`config.mk`:
```
export PLATFORM = sky130hd
export DESIGN_NAME = cv32e40x_lsu_txn_tracker
export DESIGN_NICKNAME = d
export VERILOG_FILES = /design/src/rtl/cv32e40x_lsu_txn_tracker.sv
export SDC_FILE = /design/constraint.sdc
export NUM_CORES = 1
export LEC_CHECK = 0
export BUFFER_PORTS_ARGS = -buffer_cell sky130_fd_sc_hd__buf_2
export CAP_MARGIN = 20
export CORE_AREA = 2 2 123 125
export DETAILED_ROUTE_END_ITERATION = 6
export DIE_AREA = 0 0 125 127
export PLACE_DENSITY = 0.39
export SLEW_MARGIN = 0
export SYNTH_ARGS = -nofsm -noshare
export SYNTH_HDL_FRONTEND = slang
export SYNTH_SLANG_ARGS = --single-unit
```
`constraint.sdc`:
```
create_clock -name clk -period 4.9 [get_ports clk]
set_input_delay 0.245 -clock clk [delete_from_list [all_inputs] [get_ports clk]]
set_output_delay 0.245 -clock clk [all_outputs]
set_load 0.005 [all_outputs]
```
`src/rtl/cv32e40x_lsu_txn_tracker.sv`:
```
// LSU-side transaction tracker in front of cv32e40x_wpt: counts outstanding transfers and pairs responses with requests.
// Optional sticky first-watchpoint-match capture is enabled by defining CV32E40X_TRACKER_WPT_STICKY_EN.

package cv32e40x_lsu_txn_tracker_pkg;
    typedef struct packed {
        logic [31:0] addr;
        logic        we;
        logic [3:0]  be;
        logic [31:0] wdata;
    } obi_data_req_t;

    typedef struct packed {
        logic [31:0] rdata;
        logic        err;
        logic [31:0] wpt_match;
    } data_resp_t;
endpackage

module cv32e40x_lsu_txn_tracker
    import cv32e40x_lsu_txn_tracker_pkg::*;
#(
    parameter int unsigned DEPTH = 2,
    parameter int unsigned CNT_W = $clog2(DEPTH + 1)
) (
    input  logic             clk,
    input  logic             rst_n,
    input  logic             lsu_trans_valid_i,
    output logic             lsu_trans_ready_o,
    input  logic             lsu_trans_pushpop_i,
    input  obi_data_req_t    lsu_trans_i,
    output logic             wpt_trans_valid_o,
    input  logic             wpt_trans_ready_i,
    output logic             wpt_trans_pushpop_o,
    output obi_data_req_t    wpt_trans_o,
    input  logic             wpt_resp_valid_i,
    input  data_resp_t       wpt_resp_i,
    output logic             lsu_resp_valid_o,
    output data_resp_t       lsu_resp_o,
    output logic             lsu_resp_we_o,
    output logic             one_txn_pend_n_o,
    output logic             wpt_wait_o,
    output logic [CNT_W-1:0] cnt_o,
    output logic             unexp_resp_o,
    output logic [31:0]      wpt_first_match_o,
    input  logic             wpt_match_clr_i
);

    localparam int unsigned PTR_W = (DEPTH > 1) ? $clog2(DEPTH) : 1;

    logic [CNT_W-1:0] cnt_q;
    logic [CNT_W-1:0] cnt_n;
    logic [CNT_W-1:0] fill_q;
    logic [PTR_W-1:0] wr_ptr_q;
    logic [PTR_W-1:0] rd_ptr_q;
    logic             we_mem_q [DEPTH];
    logic             not_full;
    logic             acc;
    logic             rsp;

    function automatic logic [PTR_W-1:0] ptr_inc(input logic [PTR_W-1:0] p);
        return (p == PTR_W'(DEPTH - 1)) ? '0 : p + 1'b1;
    endfunction

    // A slot freed by a same-cycle response only becomes usable next cycle.
    assign not_full          = (cnt_q < CNT_W'(DEPTH));
    assign wpt_trans_valid_o = lsu_trans_valid_i && not_full;
    assign lsu_trans_ready_o = wpt_trans_ready_i && not_full;
    assign acc               = wpt_trans_valid_o && wpt_trans_ready_i;
    assign rsp               = wpt_resp_valid_i && (cnt_q != '0);

    assign wpt_trans_pushpop_o = lsu_trans_pushpop_i;
    assign wpt_trans_o         = lsu_trans_i;
    assign wpt_wait_o          = 1'b1;

    assign cnt_n            = cnt_q + CNT_W'(acc) - CNT_W'(rsp);
    assign cnt_o            = cnt_q;
    assign one_txn_pend_n_o = (cnt_n == CNT_W'(1));

    // Responses are never stalled; unexpected ones are dropped and flagged.
    assign lsu_resp_valid_o = rsp;
    assign lsu_resp_o       = wpt_resp_i;
    assign unexp_resp_o     = wpt_resp_valid_i && (cnt_q == '0);
    assign lsu_resp_we_o    = (fill_q != '0) && we_mem_q[rd_ptr_q];

    always_ff @(posedge clk or negedge rst_n) begin
        if (!rst_n) begin
            cnt_q <= '0;
        end else begin
            cnt_q <= cnt_n;
        end
    end

    always_ff @(posedge clk or negedge rst_n) begin
        if (!rst_n) begin
            fill_q   <= '0;
            wr_ptr_q <= '0;
            rd_ptr_q <= '0;
            for (int i = 0; i < int'(DEPTH); i++) begin
                we_mem_q[i] <= 1'b0;
            end
        end else begin
            fill_q <= fill_q + CNT_W'(acc) - CNT_W'(rsp);
            if (acc) begin
                we_mem_q[wr_ptr_q] <= lsu_trans_i.we;
                wr_ptr_q           <= ptr_inc(wr_ptr_q);
            end
            if (rsp) begin
                rd_ptr_q <= ptr_inc(rd_ptr_q);
            end
        end
    end

`ifdef CV32E40X_TRACKER_WPT_STICKY_EN
    logic [31:0] first_match_q;

    // Clear wins over a capture in the same cycle.
    always_ff @(posedge clk or negedge rst_n) begin
        if (!rst_n) begin
            first_match_q <= '0;
        end else if (wpt_match_clr_i) begin
            first_match_q <= '0;
        end else if (rsp && (wpt_resp_i.wpt_match != '0) && (first_match_q == '0)) begin
            first_match_q <= wpt_resp_i.wpt_match;
        end
    end

    assign wpt_first_match_o = first_match_q;
`else
    logic unused_match_clr;

    assign unused_match_clr  = wpt_match_clr_i;
    assign wpt_first_match_o = '0;
`endif

endmodule

```
==> reports/qor.yml <==
setup_path:
  cp.buffers_inverters: 1
  path_class: "reg2out"
  cp_cell_sequence: "o21ai_1, xnor2_1, ha_1, nand2_1, a31oi_1, and4b_1, buf_2"
  worstPathArrival_ns: 2.12
  crit_fanout: 10
  critPathSlowestCell: "dfrtp_1"
  cp_top_family: "compound AO/OA/AOI/OAI gates"
  worst_setup_path_end_kind: "output pin"
  crit_path_start: "cnt_o[1]$_DFF_PN0_"
  worstReg2RegStart: "cnt_o[1]$_DFF_PN0_"
  worstSetupStartpointType: "register"
  slowest_delay_ns: 0.46
  cp_data_required_time_ns: 4.66
timing:
  final-hold-violation-count: 0
  slew_viol_final: 0
  rsz0062_at_grt: "no"
  fmax_ghz: 0.4237
  min_period_ns: 2.360
  setup_viol: 0
  fin_crit_sh_pct: 48.16
  fin_worst_skew_ns: 0.001432
  setup_tns_ns: 0
  whs_ns: 0.3059
global_route:
  grt_start_max_net_pins: 11
  grt_antenna_before_repair: 0
  grt_pass1_vias: 531
  grt_remaining_overflow: 0
  grt_pass1_wl_mm: 3.574
  grt_use_total_pct: 3.019
logic_synthesis:
  synth_compound_area_share_pct: 0.9552
  yosys.area_share.xor_xnor_pct: 2.572
  synth_top_family_by_area: "buffers and inverters"
  synth_seq_area_share_pct: 11.76
  yosysMostFrequentCell: "buf_4"
  async_reset_ff_share_pct: 100.0
  synth_edf_count: 0
  netlist_top_cells_count: "buf_4 (168), dfrtp_1 (8), nor2_1 (5), xnor2_1 (5)"
  synthMuxAreaShare_pct: 2.131
  syn_area_mm2: 0.001703
  yosysWarnings: 0
  ys_ff_latch: 8
  synth_adder_area_share_pct: 1.470
  yosys.cell_types.count: 20
  syn-mean-instance-area_um2: 8.071
  dominantRegCellSynth: "dfrtp_1"
  synth_area_leader_cell: "buf_4"
  yosys-top-cells-area: "buf_4 (74%), dfrtp_1 (12%), xnor2_1 (2.6%), ha_1 (1.5%), nor2_1 (1.1%)"
  synth_top_area_share_pct: 74.06
  synth_cells: 211
  synthSimpleGateAreaFrac_pct: 6.172
worst_hold_path:
  hp-class: "in2reg"
  hp-start: "lsu_trans_i[36]"
final_layout:
  antenna_cells: 0
  fillers: 1712
  nNetsFinal: 237
  fin_util_pct: 6.541
  layout-drive-gt1-share_pct: 20.65
  syn_to_final_growth_pct: -44.60
  stdcell_count: 276
clock_network:
  clockRootBuffer: "clkbuf_16"
  post-cts-setup-buffers: 0
  cts_buffers: 3
  cts_hold_buf: 1
  htree_num_levels: 1
  worstSkewPairLatency_ns: 0.23
  cts_sinks: 8
  cts_resized: 0
  ctsLongestPathBuffers: 2
  clk_pin_slew_worst_paths_ns: 0.04
  cts_tree: "built"
placed_design:
  port_buffers: 14
  dp.cells: 272
  gp_congestion: 0.6518
  dp_hpwl_mm: 2.364
route:
  vias: 601
  drtIter0Drc: 4
  avgViaCountPerCell: 2.178
  ant_nets: 0
  drt-pass1-iter-count: 2
  drc: 0
  drt_wl_total_mm: 2.833
  wire_per_inst_um: 10.26
floorplan:
  io_pins: 317
  rows: 44
  die_w_um: 125
  initial_core_util_pct: 11.81
  dieArea_mm2: 0.01588
  die_h_um: 127
  core_area_mm2: 0.01442
outcome:
  outcome: "complete, no violations"
power_and_ir_drop:
  power_leakage_nw: 0.4040
  power_density_mw_per_mm2: 461.3
  vdd_drop_max_v: 0.0001248
run:
  maxCapViolCount: 0
-- kinds of logic after synthesis --
| logic type | count (synthesis) |
|---|---|
| buffers and inverters | 170 |
| other | 2 |
| DFF | 8 |
| adders and majority gates | 2 |
| muxes | 3 |
| xor gates and xnor gates | 5 |
| and+or+nand+nor | 18 |
| AOI/OAI and AO/OA | 3 |
-- final timing paths --
kind                       slack [ns]                 endpoint  cells past startpoint
max in group asynchronous        4.31     wr_ptr_q$_DFFE_PN0P_                      2
max                              2.54         one_txn_pend_n_o                      7
max reg2reg                      3.15       cnt_o[1]$_DFF_PN0_                      6
min                              0.31  we_mem_q[1]$_DFFE_PN0P_                      2
min reg2reg                      0.49  we_mem_q[1]$_DFFE_PN0P_                      1
min in group asynchronous        0.42      fill_q[1]$_DFF_PN0_                      2
-- flip-flops by register name (all words and copies together) (netlist names) --
name and flops:
fill_q 2, rd_ptr_q 1, we_mem_q 2, wr_ptr_q 1, cnt_o 2
-- per-layer routing --
metal	routed length [µm]	global-route usage (%)
met5	0	0
met4	465	5.359
met3	667	3.015
met2	1148	3.740
met1	552	1.783
-- worst reg2reg max path: cells and delay by family (launching register included) --
family | cells | cell delay [ns]
AO/OA/AOI/OAI | 2 | 0.53
XOR/XNOR | 1 | 0.21
adder cells (fa/ha/maj) | 1 | 0.26
flip-flops | 1 | 0.46
AND/OR/NAND/NOR | 2 | 0.16
-- metrics by stage --
| stage | power (W) | cell area [µm²] | setup WS [ns] |
|---|---|---|---|
| 2_1_floorplan | 0.0003473 | 1819 | 3.112 |
| 3_3_place_gp | 0.0002979 | 858.3 | 2.806 |
| 3_5_place_dp | 0.0003028 | 858.3 | 2.746 |
| 4_1_cts | 0.0004417 | 943.4 | 2.490 |
| 5_1_grt | 0.0004696 | 943.4 | 2.345 |
| 6_report | 0.0004352 | 943.4 | 2.540 |
-- power by group --
group	internal, W	leakage, nW	total [W]	switching [W]
registers	0.000102	0.0947	0.000137	0.0000348
logic	0.0000865	0.272	0.000162	0.0000758
clock network	0.000105	0.0370	0.000136	0.0000309
-- layout by cell type, fill, tap and decap left out, drive strengths merged --
cell type / instances
conb: 33
buf: 14
dfrtp: 8
xnor2: 5
nor2: 5
nand2: 3
nor2b: 3
clkbuf: 3
inv: 2
nor3b: 2
nand3b: 2
ha: 2
mux2: 2
o21ai: 1
and3b: 1
a31oi: 1
nand4: 1
a21oi: 1
and4b: 1
mux2i: 1
dlygate4sd3: 1
-- layout make-up --
| class | instances | area, µm² | share of cell area, % |
|---|---|---|---|
| tap | 184 | 230.2 | 24.40 |
| inverter | 2 | 7.507 | 0.7958 |
| clock buffer | 3 | 75.07 | 7.958 |
| multi-input combinational | 64 | 350.3 | 37.14 |
| sequential | 8 | 200.2 | 21.22 |
| timing repair buffer | 15 | 80.08 | 8.488 |
No activity file was read; power rests on OpenSTA's default activity.
